$ cat src/rtl/game_sequencer_if.sv
// Signal bundle between the dinosaur-game run controller and its surroundings.
//   master: button/collision producer and consumer of the sequencer outputs (testbench, top level)
//   slave : the game_sequencer itself
// Signals:
//   start_btn, jump_btn : debounced button levels
//   collision           : engine level, dino overlaps an obstacle
//   game_tick, jump_req : single-cycle pulses to the game engine
//   run_en, game_over   : state decodes
//   state               : 00 idle, 01 run, 10 dying, 11 over
//   speed, night        : obstacle speed (px/tick) and palette select
//   score, hi_score     : 4-digit BCD
interface game_sequencer_if;
  logic        start_btn;
  logic        jump_btn;
  logic        collision;
  logic        game_tick;
  logic        jump_req;
  logic        run_en;
  logic        game_over;
  logic [1:0]  state;
  logic [3:0]  speed;
  logic        night;
  logic [15:0] score;
  logic [15:0] hi_score;

  modport master (
    output start_btn, jump_btn, collision,
    input  game_tick, jump_req, run_en, game_over, state, speed, night, score, hi_score
  );

  modport slave (
    input  start_btn, jump_btn, collision,
    output game_tick, jump_req, run_en, game_over, state, speed, night, score, hi_score
  );
endinterface

$ cat src/rtl/game_sequencer.sv
// Run controller for the dinosaur game: idle/run/dying/over FSM, game-step tick generation,
// jump-request gating, BCD score and high score, speed ramp and day/night toggle.
// Ports:
//   clk   : system clock
//   rstn  : asynchronous reset, active low
//   gs_io : game_sequencer_if.slave bundle (buttons and collision in; pulses, state, score out)
// All outputs come straight from registers or from decodes of the registered state.
module game_sequencer #(
  parameter int unsigned TICK_DIV     = 1000000,
  parameter int unsigned SPEED_MIN    = 4,
  parameter int unsigned SPEED_MAX    = 12,
  parameter int unsigned SPEED_STEP   = 100,
  parameter int unsigned NIGHT_PERIOD = 700,
  parameter int unsigned DEATH_TICKS  = 32
) (
  input  logic             clk,
  input  logic             rstn,
  game_sequencer_if.slave  gs_io
);

  localparam int unsigned TCW = $clog2(TICK_DIV);
  localparam int unsigned DCW = $clog2(DEATH_TICKS + 1);

  typedef enum logic [1:0] {
    StIdle  = 2'b00,
    StRun   = 2'b01,
    StDying = 2'b10,
    StOver  = 2'b11
  } state_e;

  state_e           state_q, state_d;
  logic             start_q, jump_q, armed_q;
  logic [TCW-1:0]   tick_cnt_q, tick_cnt_d;
  logic [DCW-1:0]   death_q, death_d;
  logic             game_tick_q, game_tick_d;
  logic             jump_req_q, jump_req_d;
  logic [3:0]       speed_q, speed_d;
  logic             night_q, night_d;
  logic [15:0]      score_q, score_d;
  logic [15:0]      hi_q, hi_d;
  logic [13:0]      step_q, step_d;
  logic [13:0]      nite_q, nite_d;

  logic             start_rise, jump_rise;
  logic             counting, wrap, enter_run;
  logic [13:0]      step_inc, nite_inc;

  // One-cycle increment of a 4-digit BCD value, carrying 9 -> 0 into the next digit.
  function automatic logic [15:0] bcd_inc(input logic [15:0] v);
    logic [15:0] r;
    logic        carry;
    r     = v;
    carry = 1'b1;
    for (int i = 0; i < 4; i++) begin
      if (carry) begin
        if (r[4*i +: 4] == 4'd9) begin
          r[4*i +: 4] = 4'd0;
        end else begin
          r[4*i +: 4] = r[4*i +: 4] + 4'd1;
          carry       = 1'b0;
        end
      end
    end
    return r;
  endfunction

  // armed_q stays low for the first cycle after reset so that a button held through reset
  // is absorbed into the edge registers instead of producing a rise.
  assign start_rise = armed_q & gs_io.start_btn & ~start_q;
  assign jump_rise  = armed_q & gs_io.jump_btn  & ~jump_q;

  assign counting = (state_q == StRun) || (state_q == StDying);
  assign wrap     = counting && (tick_cnt_q == TCW'(TICK_DIV - 1));
  assign step_inc = step_q + 14'd1;
  assign nite_inc = nite_q + 14'd1;

  always_comb begin
    state_d     = state_q;
    tick_cnt_d  = '0;
    death_d     = death_q;
    game_tick_d = 1'b0;
    jump_req_d  = 1'b0;
    speed_d     = speed_q;
    night_d     = night_q;
    score_d     = score_q;
    hi_d        = hi_q;
    step_d      = step_q;
    nite_d      = nite_q;
    enter_run   = 1'b0;

    if (counting) begin
      tick_cnt_d = wrap ? '0 : tick_cnt_q + TCW'(1);
    end

    unique case (state_q)
      StIdle: begin
        if (start_rise || jump_rise) begin
          enter_run = 1'b1;
        end
      end
      StRun: begin
        if (gs_io.collision) begin
          // Collision wins over tick and jump in the same cycle.
          state_d = StDying;
          death_d = '0;
          // Valid BCD digits sort like binary nibbles, so an unsigned compare is MSD-first.
          if (score_q > hi_q) begin
            hi_d = score_q;
          end
        end else begin
          if (wrap) begin
            game_tick_d = 1'b1;
            if (score_q != 16'h9999) begin
              score_d = bcd_inc(score_q);
            end
            if (step_inc == 14'(SPEED_STEP)) begin
              step_d = '0;
              if (speed_q < 4'(SPEED_MAX)) begin
                speed_d = speed_q + 4'd1;
              end
            end else begin
              step_d = step_inc;
            end
            if (nite_inc == 14'(NIGHT_PERIOD)) begin
              nite_d  = '0;
              night_d = ~night_q;
            end else begin
              nite_d = nite_inc;
            end
          end
          if (jump_rise) begin
            jump_req_d = 1'b1;
          end
        end
      end
      StDying: begin
        if (wrap) begin
          if (death_q == DCW'(DEATH_TICKS - 1)) begin
            state_d = StOver;
          end else begin
            death_d = death_q + DCW'(1);
          end
        end
      end
      StOver: begin
        if (start_rise) begin
          enter_run = 1'b1;
        end
      end
      default: state_d = StIdle;
    endcase

    if (enter_run) begin
      state_d    = StRun;
      tick_cnt_d = '0;
      score_d    = '0;
      speed_d    = 4'(SPEED_MIN);
      night_d    = 1'b0;
      step_d     = '0;
      nite_d     = '0;
    end
  end

  always_ff @(posedge clk or negedge rstn) begin
    if (!rstn) begin
      state_q     <= StIdle;
      start_q     <= 1'b0;
      jump_q      <= 1'b0;
      armed_q     <= 1'b0;
      tick_cnt_q  <= '0;
      death_q     <= '0;
      game_tick_q <= 1'b0;
      jump_req_q  <= 1'b0;
      speed_q     <= 4'(SPEED_MIN);
      night_q     <= 1'b0;
      score_q     <= '0;
      hi_q        <= '0;
      step_q      <= '0;
      nite_q      <= '0;
    end else begin
      state_q     <= state_d;
      start_q     <= gs_io.start_btn;
      jump_q      <= gs_io.jump_btn;
      armed_q     <= 1'b1;
      tick_cnt_q  <= tick_cnt_d;
      death_q     <= death_d;
      game_tick_q <= game_tick_d;
      jump_req_q  <= jump_req_d;
      speed_q     <= speed_d;
      night_q     <= night_d;
      score_q     <= score_d;
      hi_q        <= hi_d;
      step_q      <= step_d;
      nite_q      <= nite_d;
    end
  end

  assign gs_io.game_tick = game_tick_q;
  assign gs_io.jump_req  = jump_req_q;
  assign gs_io.run_en    = (state_q == StRun);
  assign gs_io.game_over = state_q[1];
  assign gs_io.state     = state_q;
  assign gs_io.speed     = speed_q;
  assign gs_io.night     = night_q;
  assign gs_io.score     = score_q;
  assign gs_io.hi_score  = hi_q;

endmodule

$ cat src/flat_wrapper.sv
// flat-port wrapper written by rule: the top's interface ports become plain ports
module game_sequencer_flat 
#(
  parameter int unsigned TICK_DIV     = 1000000,
  parameter int unsigned SPEED_MIN    = 4,
  parameter int unsigned SPEED_MAX    = 12,
  parameter int unsigned SPEED_STEP   = 100,
  parameter int unsigned NIGHT_PERIOD = 700,
  parameter int unsigned DEATH_TICKS  = 32
)
  (clk, rstn, gs_io_start_btn, gs_io_jump_btn, gs_io_collision, gs_io_game_tick, gs_io_jump_req, gs_io_run_en, gs_io_game_over, gs_io_state, gs_io_speed, gs_io_night, gs_io_score, gs_io_hi_score);
  game_sequencer_if gs_io_i ();
  input  logic clk;
  input  logic rstn;
  input wire logic [$bits(gs_io_i.start_btn)-1:0] gs_io_start_btn;
  input wire logic [$bits(gs_io_i.jump_btn)-1:0] gs_io_jump_btn;
  input wire logic [$bits(gs_io_i.collision)-1:0] gs_io_collision;
  output wire logic [$bits(gs_io_i.game_tick)-1:0] gs_io_game_tick;
  output wire logic [$bits(gs_io_i.jump_req)-1:0] gs_io_jump_req;
  output wire logic [$bits(gs_io_i.run_en)-1:0] gs_io_run_en;
  output wire logic [$bits(gs_io_i.game_over)-1:0] gs_io_game_over;
  output wire logic [$bits(gs_io_i.state)-1:0] gs_io_state;
  output wire logic [$bits(gs_io_i.speed)-1:0] gs_io_speed;
  output wire logic [$bits(gs_io_i.night)-1:0] gs_io_night;
  output wire logic [$bits(gs_io_i.score)-1:0] gs_io_score;
  output wire logic [$bits(gs_io_i.hi_score)-1:0] gs_io_hi_score;
  assign gs_io_i.start_btn = gs_io_start_btn;
  assign gs_io_i.jump_btn = gs_io_jump_btn;
  assign gs_io_i.collision = gs_io_collision;
  assign gs_io_game_tick = gs_io_i.game_tick;
  assign gs_io_jump_req = gs_io_i.jump_req;
  assign gs_io_run_en = gs_io_i.run_en;
  assign gs_io_game_over = gs_io_i.game_over;
  assign gs_io_state = gs_io_i.state;
  assign gs_io_speed = gs_io_i.speed;
  assign gs_io_night = gs_io_i.night;
  assign gs_io_score = gs_io_i.score;
  assign gs_io_hi_score = gs_io_i.hi_score;
  game_sequencer #(.TICK_DIV(TICK_DIV), .SPEED_MIN(SPEED_MIN), .SPEED_MAX(SPEED_MAX), .SPEED_STEP(SPEED_STEP), .NIGHT_PERIOD(NIGHT_PERIOD), .DEATH_TICKS(DEATH_TICKS)) u_core (.clk(clk), .rstn(rstn), .gs_io(gs_io_i));
endmodule
$ cat config.mk
export PLATFORM = sky130hd
export DESIGN_NAME = game_sequencer_flat
export DESIGN_NICKNAME = d
export VERILOG_FILES = /design/src/rtl/game_sequencer_if.sv /design/src/rtl/game_sequencer.sv /design/src/flat_wrapper.sv
export SDC_FILE = /design/constraint.sdc
export NUM_CORES = 1
export LEC_CHECK = 0
export ABC_AREA = 1
export BUFFER_PORTS_ARGS = -buffer_cell sky130_fd_sc_hd__buf_2
export CAP_MARGIN = 40
export CORE_UTILIZATION = 55
export DETAILED_ROUTE_END_ITERATION = 10
export GPL_TIMING_DRIVEN = 1
export PLACE_DENSITY = 0.77
export SLEW_MARGIN = 30
export SYNTH_ARGS = -nofsm -noshare
export SYNTH_HDL_FRONTEND = slang
export SYNTH_SLANG_ARGS = --single-unit
$ cat constraint.sdc
create_clock -name clk -period 1.89 [get_ports clk]
set_input_delay 0.378 -clock clk [delete_from_list [all_inputs] [get_ports clk]]
set_output_delay 0.378 -clock clk [all_outputs]
set_load 0.05 [all_outputs]
## After elaboration in Yosys (flattened, before gate mapping)

Cells that the tools add are included.

| operators by class | value |
|---|---|
| add/sub/neg operators | 9 |
| $lt $le $gt $ge | 2 |
| equal/unequal tests | 19 |
| multiplexer cells | 71 |
| bitwise operators | 7 |
| reductions and logical operators | 25 |

Operator list:

| operator | count |
|---|---|
| $mux W14 | 10 |
| $mux W16 | 5 |
| $mux W20 | 3 |
| $mux W4 | 13 |
| $mux W1 | 30 |
| $add A14 B1 Y14 const B | 2 |
| $add A20 B1 Y20 const B | 1 |
| $add A4 B1 Y4 const B | 5 |
| $eq A20 B20 Y1 const B | 1 |
| $reduce_and A5 Y1 | 4 |
| $reduce_bool A2 Y1 | 10 |
| $mux W6 | 3 |
| $eq A4 B4 Y1 const B | 4 |
| $gt A16 B16 Y1 | 1 |
| $ne A16 B16 Y1 const B | 1 |
| $reduce_and A4 Y1 | 4 |
| $eq A14 B10 Y1 const B | 1 |
| $eq A14 B7 Y1 const B | 1 |
| $pmux W6 S2 | 1 |
| $mux W2 | 4 |
| $add A6 B1 Y6 const B | 1 |
| $eq A6 B5 Y1 const B | 1 |
| $ne A3 B2 Y1 const B | 2 |
| $reduce_and A3 Y1 | 2 |
| other kinds (14) | 23 |

| storage, ports and cells | value |
|---|---|
| register bits | 98 |
| input port bits | 5 |
| output and inout bits | 43 |
| logic and storage cells | 150 |

## Depth between registers and ports, before layout

| logic depth | value |
|---|---|
| word-level depth | 22 |
| depth in mapped cells | 14 |
| mapped depth without buffers | 14 |

## Least setup slack after synthesis

Ideal clock, no wire load.

| path | value |
|---|---|
| kind | flip-flop to flip-flop |
| start point | reg u_core.state_q[1] (netlist: u_core.gs_io.state[1]) |
| end point | reg u_core.step_q[9] |
| library setup time | 0.135 ns |
| arrival | 2.177 ns |
| required time | 1.755 ns |
| path slack | -0.421 ns |
| cell stages (with the launch flop) | 10 |
| path buffers | 2 |
| period minus slack after synthesis | 2.311 ns |
| cells stage by stage | dfrtp_1 > inv_1 > ha_1 > inv_1 > nor2_1 > nand3_4 > nand2_2 > buf_6 > buf_2 > o22ai_1 |

| between the ends | value |
|---|---|
| cells in the longest elaborated chain, start to end | 5 |
| elaborated cells on any way between the ends | 12 |
| those cells by class | 4 x eq/ne; 2 x mux; 6 x reduce/logical |

RTL lines:

| item | RTL line | RTL |
|---|---|---|
| start, declared | game_sequencer.sv:31 | `state_e state_q, state_d;` |
| start signal, assigned | game_sequencer.sv:166 | `state_q <= StIdle;` |
| start signal, assigned | game_sequencer.sv:181 | `state_q <= state_d;` |
| $eq A2 B1 Y1 (*) | -- |  |
| via gs_io_run_en | flat_wrapper.sv:20 | `output wire logic [$bits(gs_io_i.run_en)-1:0] gs_io_run_en;` |
| $logic_or A1 B1 Y1 | game_sequencer.sv:72 | `assign counting = (state_q == StRun) \|\| (state_q == StDying);` |
| $logic_and A1 B1 Y1 | game_sequencer.sv:73 | `assign wrap = counting && (tick_cnt_q == TCW'(TICK_DIV - 1));` |
| $reduce_bool A2 Y1 (no source line) | -- |  |
| $reduce_and A3 Y1 (no source line) (*) | -- |  |
| end signal, assigned | game_sequencer.sv:193 | `step_q <= step_d;` |
| end, declared | game_sequencer.sv:41 | `logic [13:0] step_q, step_d;` |

The timed path passes the listed nets; every way through them passes the cells marked *.
A chain may end at the register's enable or synchronous reset.

## Worst setup path after layout

| path | value |
|---|---|
| start point | reg u_core.state_q[0] (netlist: u_core.gs_io.state[0]) |
| end point | reg u_core.score_q[2] (netlist: u_core.gs_io.score[2]) |

| between the ends | value |
|---|---|
| cells in the longest elaborated chain, start to end | 5 |
| elaborated cells on any way between the ends | 13 |
| those cells by class | 4 x eq/ne; 2 x mux; 7 x reduce/logical |

RTL lines:

| item | RTL line | RTL |
|---|---|---|
| branches (longest 5 deep; another with $reduce_and A4 Y1) | -- |  |
| end signal, assigned | game_sequencer.sv:191 | `score_q <= score_d;` |
| end, declared | game_sequencer.sv:39 | `logic [15:0] score_q, score_d;` |

Several ways; the timed one is not identified.

==> results.yml <==
logic_synthesis:
  ys_types: 45
  synth-simple-area-share_pct: 30.90
  synth_nets: 801
  syn_area_mm2: 0.005843
  synth_xor_area_share_pct: 2.698
  synth-adder-area-share_pct: 7.495
  yosysWarnings: 0
  synth_seq_area_share_pct: 41.99
  syn_inst: 761
  synthFlopType: "dfrtp_1"
  synth_mux_area_share_pct: 0.1713
  synth_edf_count: 0
  postSynthAreaPerCell_um2: 7.678
  synth-compound-area-share_pct: 9.400
  synthArstFlopShare_pct: 100.0
  synth_top_family_by_area: "simple AND/OR/NAND/NOR gates"
  ys_ff_latch: 98
drt:
  drc_errors: 0
  num_vias: 5588
  drt_iter0_drc: 274
  vias_per_cell: 5.533
  drtPass1Iterations: 5
  drt-total-wl_um: 15410
  wl_per_cell_um: 15.26
  ant_nets: 0
timing:
  setup_viol: 10
  tns_ns: -0.2026
  slew_violations: 0
  finClkSkew_ns: 0.01199
  post-route-period-util_pct: 104.2
  finalHoldViolCount: 0
  whs_ns: 0.1171
  rsz0062_at_grt: "yes"
  finalWorstSetupSlack_ns: -0.07854
  clock.fmax_mhz: 508.0
  post-route-min-period_ns: 1.969
critical_path:
  cp_data_arrival_time_ns: 2.25
  critPathKind: "reg -> reg"
  crit_start: "u_core.gs_io.state[0]"
  crit_required_ns: 2.17
  cp_max_fo: 9
  timing.rr.start: "u_core.gs_io.state[0]"
  startpoint_type: "flip-flop"
  r2r_cells: 9
  endpoint_kind: "flip-flop"
global_route:
  grt_pass1_vias: 5055
  grt_pass1_wl_um: 22470
  overflow: 0
  antenna_found_initial: 0
  grt_usage_pct: 25.39
  grt_max_degree: 34
clocking:
  cts_max_path_buffers: 2
  clkTransAtPathRegs_ns: 0.10
  cts-root-buf: "clkbuf_8"
  tritoncts: "yes"
  cts_max_level: 3
  clock_latency_ns: 0.38
  clock_sinks: 98
  cts_inserted_buffers: 9
worst_hold_path:
  hp-start: "gs_io_start_btn"
  holdCritPathClass: "in -> reg"
  min_path_cells: 1
floorplan:
  ioPinCount: 48
  core_mm2: 0.01032
  start_util_pct: 56.60
  die_y_um: 105.1
  dieWidth_um: 105.1
  die_area_mm2: 0.01104
  rows: 37
job:
  maxCapViolCount: 0
power:
  ir_worst_vdd_mv: 1.129
  p_leak_nw: 3.461
  powerDensity_mw_per_mm2: 1363
layout:
  drive_gt1_share_pct: 32.95
  nFillCells: 750
  final_common_cell: "nand2_1"
  final_util_pct: 72.35
  antenna_cells: 0
  final_cell_mix: "nand2_1, inv_1, nor2_1"
  final_cell_count_no_fill: 1010
  syn_to_final_growth_pct: 27.84
  final_nets: 909
outcome:
  violations: "setup timing"
  status: "finished with violations"
placed_design:
  numPortBuffers: 47
  dpl.cell_count: 968
  dp_hpwl_um: 10250
  routabilityCongestion: 0.8997
[layout make-up]
| type | instances | area [um^2] | area share, % |
|---|---|---|---|
| Clock buffer | 11 | 151.4 | 2.027 |
| Clock inverter | 5 | 85.08 | 1.139 |
| Inverter | 99 | 391.6 | 5.243 |
| Multi-Input combinational cell | 555 | 3415 | 45.71 |
| Sequential cell | 98 | 2499 | 33.45 |
| Tap cell | 136 | 170.2 | 2.278 |
| Timing Repair Buffer | 106 | 758.2 | 10.15 |
[Yosys cell counts (2+ instances only)]
master	instances	share of area, %
ha_1	35	7.5
nand2_1	182	12
a21oi_1	30	2.6
nor2_1	85	5.5
xor2_1	12	1.8
dfrtp_1	97	42
nor2_2	7	0.75
nand3b_1	2	0.26
nor4_1	3	0.32
o21bai_1	2	0.26
o21ai_1	9	0.77
inv_2	3	0.19
o22ai_1	16	1.7
xnor2_1	6	0.90
nor2_4	5	0.96
o21ai_0	36	3.1
nand3_1	61	5.2
nand4_1	20	2.1
nor3_1	15	1.3
inv_1	94	6.0
buf_2	3	0.26
nor3b_1	3	0.39
clkbuf_1	4	0.26
nand2_2	10	1.1
[kinds of logic (layout without fill, tap and decap cells)]
group,after synthesis,after routing
AO/OA/AOI/OAI,100,100
other,1,1
buffers and inverters,108,221
adder cells (fa/ha/maj),35,35
flip-flops,98,98
multiplexers,1,1
XOR/XNOR,18,18
AND/OR/NAND/NOR,400,400
[critical path: stages (launching register included)]
cell and delay, ns:
dfrtp_2 0.43, buf_4 0.16, ha_1 0.20, nor2_1 0.10, nor2_1 0.05, nand2_2 0.15, inv_2 0.13, nor2_1 0.17
nand3_1 0.21, o22ai_1 0.27
[through the flow]
stage                     total power, mW  area [um^2]  setup WS (ns)
after floorplan                     6.320         5921       -0.03862
after global placement              7.423         6544       -0.03547
after detailed placement            7.571         6544       -0.04746
after CTS                           9.163         6810      -0.008376
after global routing                10.80         7470        -0.1926
final                               10.18         7470       -0.07854
[path summary, 6_finish.rpt]
check                                              to  slack [ns]
worst min-delay path                   u_core.start_q        0.12
min in group asynchronous       u_core.gs_io.score[1]        0.43
worst max register to register  u_core.gs_io.score[2]       -0.08
max in group asynchronous       u_core.gs_io.state[1]        0.68
worst min register to register  u_core.gs_io.jump_req        0.48
worst max-delay path            u_core.gs_io.score[2]       -0.08
[flip-flops by register name, indices dropped and copies added, names as in the netlist]
signal	count
u_core.nite_q	14
u_core.start_q	1
u_core.step_q	14
u_core.armed_q	1
u_core.gs_io.jump_req	1
u_core.gs_io.hi_score	16
u_core.death_q	6
u_core.gs_io.score	16
u_core.jump_q	1
u_core.gs_io.game_tick	1
u_core.gs_io.night	1
u_core.gs_io.state	2
u_core.tick_cnt_q	20
u_core.gs_io.speed	4
[layer usage]
layer	vias to the layer above	global-route usage (%)	part of all wire [%]
met1	2702	31.61	43
met5	-	0	0
met2	143	43.99	50
met3	35	3.244	3.8
li1	2708	-	-
met4	0	11.57	2.8
[where the power goes]
part           switching [mW]  total [mW]  internal (mW)  leakage (nW)
logic                    3.56        5.31           1.75          2.10
registers               0.586        3.28           2.69          1.25
clock network           0.766        1.59          0.825         0.116
[repair_timing]
action / 4_1_cts / 5_1_grt
hold endpoints to repair: 19 / 0
gates cloned: 0 / 3
buffers inserted: 1 / 22
gates resized for setup: 3 / 136
pin swaps: 2 / 31
hold buffers: 1 / 0
setup endpoints to repair: 7 / 68
No activity file was read; power rests on OpenSTA's default activity.
